## src/rtl/lfsr_stream_cipher.sv

```systemverilog
// lfsr_stream_cipher: XORs a burst of message words with a Galois-LFSR keystream behind a registered valid/ready output
module lfsr_stream_cipher #(
  parameter int DATA_W = 32,
  parameter logic [DATA_W-1:0] POLY = DATA_W'(32'hEDB88320),
  parameter int LEN_W = 8
) (
  input  logic              clk,
  input  logic              reset,
  input  logic              start,
  input  logic [DATA_W-1:0] seed,
  input  logic [LEN_W-1:0]  len,
  input  logic              bypass,
  input  logic              in_valid,
  input  logic [DATA_W-1:0] in_data,
  output logic              in_ready,
  output logic              out_valid,
  output logic [DATA_W-1:0] out_data,
  output logic              out_last,
  input  logic              out_ready,
  output logic              busy,
  output logic              done
);
  typedef enum logic [1:0] {IDLE, RUN, DRAIN} state_t;
  state_t state, state_nx;
  logic [DATA_W-1:0] lfsr;
  logic [LEN_W-1:0] remaining;
  logic mode, accept, last_word, start_ok, start_empty, finish;
  assign start_ok    = (state == IDLE) && start && (len != '0);
  assign start_empty = (state == IDLE) && start && (len == '0);
  assign in_ready    = (state == RUN) && (remaining != '0) && (!out_valid || out_ready);
  assign accept      = in_valid && in_ready;
  assign last_word   = remaining == LEN_W'(1);
  assign finish      = (state == DRAIN) && out_valid && out_last && out_ready;
  assign busy        = state != IDLE;
  always_comb begin
    state_nx = start_ok ? RUN : (accept && last_word) ? DRAIN : finish ? IDLE : state;
  end
  always_ff @(posedge clk) begin
    if (!reset) begin
      state     <= IDLE;
      lfsr      <= '0;
      remaining <= '0;
      mode      <= 1'b0;
      out_valid <= 1'b0;
      out_data  <= '0;
      out_last  <= 1'b0;
      done      <= 1'b0;
    end else begin
      state     <= state_nx;
      done      <= start_empty || finish;
      out_valid <= accept || (out_valid && !out_ready);
      if (start_ok) begin
        lfsr      <= seed;
        remaining <= len;
        mode      <= bypass;
      end
      if (accept) begin
        out_data  <= in_data ^ (mode ? '0 : lfsr);
        out_last  <= last_word;
        remaining <= remaining - LEN_W'(1);
        // keystream only moves forward when it was actually consumed
        if (!mode) lfsr <= (lfsr >> 1) ^ (lfsr[0] ? POLY : '0);
      end
    end
  end
endmodule

```

## config.mk

```make
export PLATFORM = sky130hd
export DESIGN_NAME = lfsr_stream_cipher
export DESIGN_NICKNAME = d
export VERILOG_FILES = /design/src/rtl/lfsr_stream_cipher.sv
export SDC_FILE = /design/constraint.sdc
export NUM_CORES = 1
export LEC_CHECK = 0
export BUFFER_PORTS_ARGS = -buffer_cell sky130_fd_sc_hd__buf_2
export CORE_ASPECT_RATIO = 0.5
export CORE_MARGIN = 2
export CORE_UTILIZATION = 55
export DETAILED_ROUTE_END_ITERATION = 8
export PLACE_DENSITY = 0.81
export SYNTH_ARGS = -nofsm -noshare
export SYNTH_HDL_FRONTEND = slang
export SYNTH_SLANG_ARGS = --single-unit
```

## constraint.sdc

```tcl
create_clock -name clk -period 3.76 [get_ports clk]
set_input_delay 0.376 -clock clk [delete_from_list [all_inputs] [get_ports clk]]
set_output_delay 0.376 -clock clk [all_outputs]
set_load 0.005 [all_outputs]
```

Yosys cells after proc, flatten, opt, wreduce, memory -nomap -nowiden
Index checks and enable logic that the tools add are counted. W data, S select, Z words.

Add/sub/neg operators: 1. $mul: 0. Divide/modulo/power cells: 0. Order comparisons: 0. Equality and inequality tests: 3. Shift operators: 0. Mux-type cells: 10. Bitwise logic cells: 3. Reductions and logical operators: 25.

Operators with widths (count): $mux W32 (5); $xor A31 B32 Y32 (1); $xor A32 B32 Y32 (1); $mux W8 (2); $reduce_bool A8 Y1 (2); $logic_and A1 B1 Y1 (11); $eq A8 B1 Y1 const B (1); $logic_not A8 Y1 (1); $sub A8 B1 Y8 const B (1); $reduce_bool A2 Y1 (3); $mux W2 (2); $logic_or A1 B1 Y1 (3); $reduce_bool A3 Y1 (1); $eq A2 B1 Y1 const B (1); $eq A2 B2 Y1 const B (1); $logic_not A1 Y1 (2); $logic_not A2 Y1 (1); $reduce_or A2 Y1 (1); $mux W1 (1); $not A1 Y1 (1).

Register bits: 78. Bits in latches: 0. Memory bits (writable): 0. ROM bits: 0. Bits of input ports: 78. Output and inout port bits: 37. Logic and storage cells: 51. Memories kept: 0.

Longest topological paths before layout
Word-level depth: 7. Mapped depth: 9.

Worst setup path before layout
Ideal clock, no wire load.

Kind: flip-flop to flip-flop. From: reg remaining[0]. To: reg lfsr[12]. Data arrival time: 1771 ps. Slack: 1915 ps. Cell stages (with the launch flop): 10. Buffers on the path: 4. Period minus slack after synthesis: 1845 ps. Cells stage by stage: dfxtp_1 inv_1 ha_1 clkbuf_1 and3_1 buf_2 or3_1 buf_2 buf_6 a31oi_2.

Cells in the longest elaborated chain, start to end: 5.

Ends and longest elaborated chain: from (decl) (RTL line 26) `logic [LEN_W-1:0] remaining;`; from (signal assigned) (RTL line 54) `remaining <= len;`; from (signal assigned) (RTL line 60) `remaining <= remaining - LEN_W'(1);`; $reduce_bool A8 Y1 (RTL line 30) `assign in_ready = (state == RUN) && (remaining != '0) && (!out_valid || out_ready);`; $logic_and A1 B1 Y1 (2 in series) (RTL line 30); $logic_and A1 B1 Y1 (RTL line 31) `assign accept = in_valid && in_ready;`; $mux W32 (RTL line 57) `if (accept) begin`; to (signal assigned) (RTL line 62) `if (!mode) lfsr <= (lfsr >> 1) ^ (lfsr[0] ? POLY : '0);`; to (decl) (RTL line 25) `logic [DATA_W-1:0] lfsr;`.

Every way passes these cells. A chain may end at the register's enable or synchronous reset.

Worst setup path after layout
From: reg remaining[2]. To: out in_ready.

Cells in the longest elaborated chain, start to end: 3.

Ends and longest elaborated chain: $reduce_bool A8 Y1 (RTL line 30); $logic_and A1 B1 Y1 (2 in series) (RTL line 30); to (decl) (RTL line 15) `output logic in_ready,`.

Every way passes these cells.

==> results.yml <==
outcome:
  status: "complete, no violations"
route:
  routed_wl_um: 10200
  dr_wl_met2_um: 4630
  drt.antenna.violating_nets: 0
  wl_met1_um: 4990
  drt-vias-per-instance: 5.74
  route.vias.total: 3794
  avgRoutedWirePerCell_um: 15.5
  firstDrtPassIters: 4
  met3RoutedLength_um: 555
  drt_drc_violations_left: 0
  dr.first_iter.drc_count: 306
  top_layer_used: "met4"
clock_network:
  cts_inserted_buffers: 9
  cts.sinks: 78
  worst_skew_pair.late_latency_ns: 0.33
  tritoncts: "done"
  clock_path_buffers: 2
  cts_hold_buf: 0
  clk_pin_slew_ns: 0.06
  post_cts_resized: 0
  clock-root-buffer: "sky130_fd_sc_hd__clkbuf_16"
  cts_setup_buffers: 0
  h-tree-depth: 3
hold_path:
  hold_path.class: "input pin to flip-flop"
  whs_endpoint: "lfsr[24]$_SDFF_PN0_"
  min_delay_src: "seed[24]"
  hold_depth: 3
synth:
  yosysUniqueCellTypes: 39
  syn_nets: 557
  syn-cell-area_sq_um: 4080
  yosysWarningCount: 0
  postSynthRegisterBits: 78
  yosysSeqAreaShare_pct: 38.2
  synthCells: 477
  avgSynthCellArea_sq_um: 8.56
placed_design:
  globalplace.congestion: 0.798
  numPlacedInstances: 645
  place.port_buffers: 114
  placement_setup_slack_ns: 1.24
  detailed_place_hpwl_um: 6590
critical_path:
  timing.critical_path.from_type: "flip-flop"
  setup.reg_to_reg.worst_slack_ns: 1.32
  worst_r2r_dst: "lfsr[25]$_SDFF_PN0_"
  critPathKind: "flip-flop to primary output"
  critPathArrivalTime_ns: 2.36
  rr_startpoint: "remaining[2]$_SDFFE_PN0P_"
  worstRegToRegCells: 6
  kind_of_end_point_of_the_critical_path: "primary output"
  critPathRequiredTime_ns: 3.38
  critical_path_peak_fanout: 19
pwr:
  total_switching_power_uw: 668
  power.static_leakage_uw: 0.00195
  intPower_uw: 1600
  share_clk_of_total_power_pct: 36.5
  share_seq_of_total_power_pct: 42.5
  switching_share_pct: 29.4
  comb_power_share_pct: 21.0
  ir_drop_v: 0.000309
  cellPowerDensity_nw_per_um2: 463
grt:
  grt_antenna_before_repair: 0
  vias_in_the_first_global_route: 3539
  grt_usage_pct: 25.5
  grt_start_max_net_pins: 46
  grt-ovfl-total: 0
  global_route_wire_length_before_repair_um: 17000
floorplan:
  die_area_sq_um: 8170
  die_y_um: 64.9
  floorplan.rows: 22
  area_of_the_core_sq_um: 7270
  boundary_pins: 115
  effective_utilization_at_floorplan_pct: 56.2
  die_x_um: 126
layout:
  final_layout_size_suffix_gt1_share_pct: 27.6
  finalNonFillerCells: 661
  areaGrowthSynthToFinish_pct: 20.0
  antennaDiodeCount: 0
  layout.cells.most_common_list: "sky130_fd_sc_hd__buf_2, sky130_fd_sc_hd__dfxtp_1, sky130_fd_sc_hd__nand2_1"
  final_net_count: 640
  most_frequent_standard_cell_in_the_layout_excluding_fill_and_tap_cells: "sky130_fd_sc_hd__buf_2"
timing:
  setup_tns_ns: 0
  slew_headroom_pct: 35.1
  worst_clock_skew_ns: 0.00548
  timing.fmax_mhz: 365
  final-hold-violation-count: 0
  report.final.setup_viol: 0
  layout_min_cycle_time_ns: 2.74
  setup_slack_ns: 1.02
  rsz0062_at_grt: "no"
  worstMarginPinSlew_ns: 0.971
  final_max_slew_viol_count: 0
  post-route-period-util_pct: 72.9
job:
  max_cap_violations: 0
[Yosys cell counts, drive strengths merged]
cell,count,area [sq um]
and3,3,18.8
nand4b,1,8.76
o31ai,1,7.51
nand3,4,20.0
nor2b,33,206
nor3b,1,12.5
a21bo,1,10.0
or4,1,7.51
nand3b,1,7.51
dfxtp,78,1560
nand2,76,285
nand2b,1,6.26
o211ai,3,22.5
a21boi,2,18.8
clkbuf,25,93.8
or3,4,25.0
a21oi,37,185
inv,4,15.0
ha,2,25.0
a211oi,33,248
nor4,3,33.8
a311oi,2,17.5
a31oi,39,307
xor2,13,114
or2,2,12.5
o41ai,32,280
nor2,4,15.0
buf,24,139
and4b,1,10.0
xnor2,32,280
o21ai,4,20.0
nor3,3,15.0
nand4,3,18.8
o311ai,4,35.0
[worst max-delay path: stages, from the launching register on]
cell	delay [ns]
sky130_fd_sc_hd__dfxtp_1	0.38
sky130_fd_sc_hd__nor4_4	0.40
sky130_fd_sc_hd__nand3_1	0.67
sky130_fd_sc_hd__and3_1	0.47
sky130_fd_sc_hd__buf_2	0.12
[state kept, by name (all words and copies together), names as in the netlist]
signal     count
state          2
out_data      32
done           1
remaining      8
out_last       1
lfsr          32
mode           1
out_valid      1
[layout make-up]
class / count / area (sq um)
clock buffer: 13 / 270
clock inverter: 3 / 17.5
fill: 623 / 2370
inverter: 4 / 15.0
multi-input combinational: 346 / 2290
sequential: 78 / 1560
tap: 96 / 120
timing repair buffer: 121 / 623
[layer usage]
layer / up-vias / GRT usage (%)
met5: - / 0
met4: 0 / 5.36
met3: 6 / 6.03
met2: 106 / 41.4
met1: 1775 / 34.9
li1: 1907 / -
[cells by family after synthesis]
kind of cell    Yosys count  synth area share (%)
xor+xnor                 45                  9.65
compound gates          158                  28.2
flops                    78                  38.2
simple gates            141                  17.2
fa+ha+maj                 2                 0.613
buf+inv                  53                  6.07
[metrics by stage]
step / power [uW] / hold WS (ns) / cell area, sq um / util (%)
5_1_grt: 2380 / 0.294 / 4900 / 67.4
2_1_floorplan: 1310 / 0.458 / 4080 / -
3_3_place_gp: 1440 / 0.475 / 4610 / 63.4
4_1_cts: 2270 / 0.283 / 4900 / 67.4
6_report: 2270 / 0.301 / 4900 / 67.4
3_5_place_dp: 1450 / 0.482 / 4610 / 63.4
[power by group through the flow]
stage / sequential (uW) / combinational [uW] / clock (uW)
CTS: 963 / 475 / 834
floorplan: 960 / 351 / 0
detailed placement: 979 / 474 / 0
global placement: 977 / 467 / 0
global route: 975 / 530 / 878
finish: 964 / 477 / 828
[worst max-delay path by stage]
stage | from | endpoint | slack (ns) | cells after the start
3_5_place_dp | len[7] | remaining[3]$_SDFFE_PN0P_ | 1.24 | 5
4_1_cts | remaining[2]$_SDFFE_PN0P_ | in_ready | 1.02 | 4
5_1_grt | remaining[2]$_SDFFE_PN0P_ | in_ready | 0.82 | 4
6_report | remaining[2]$_SDFFE_PN0P_ | in_ready | 1.02 | 4
2_1_floorplan | remaining[0]$_SDFFE_PN0P_ | lfsr[12]$_SDFF_PN0_ | 1.92 | 9
3_3_place_gp | remaining[2]$_SDFFE_PN0P_ | remaining[2]$_SDFFE_PN0P_ | 1.33 | 5
(Power assumes the default switching activity.)
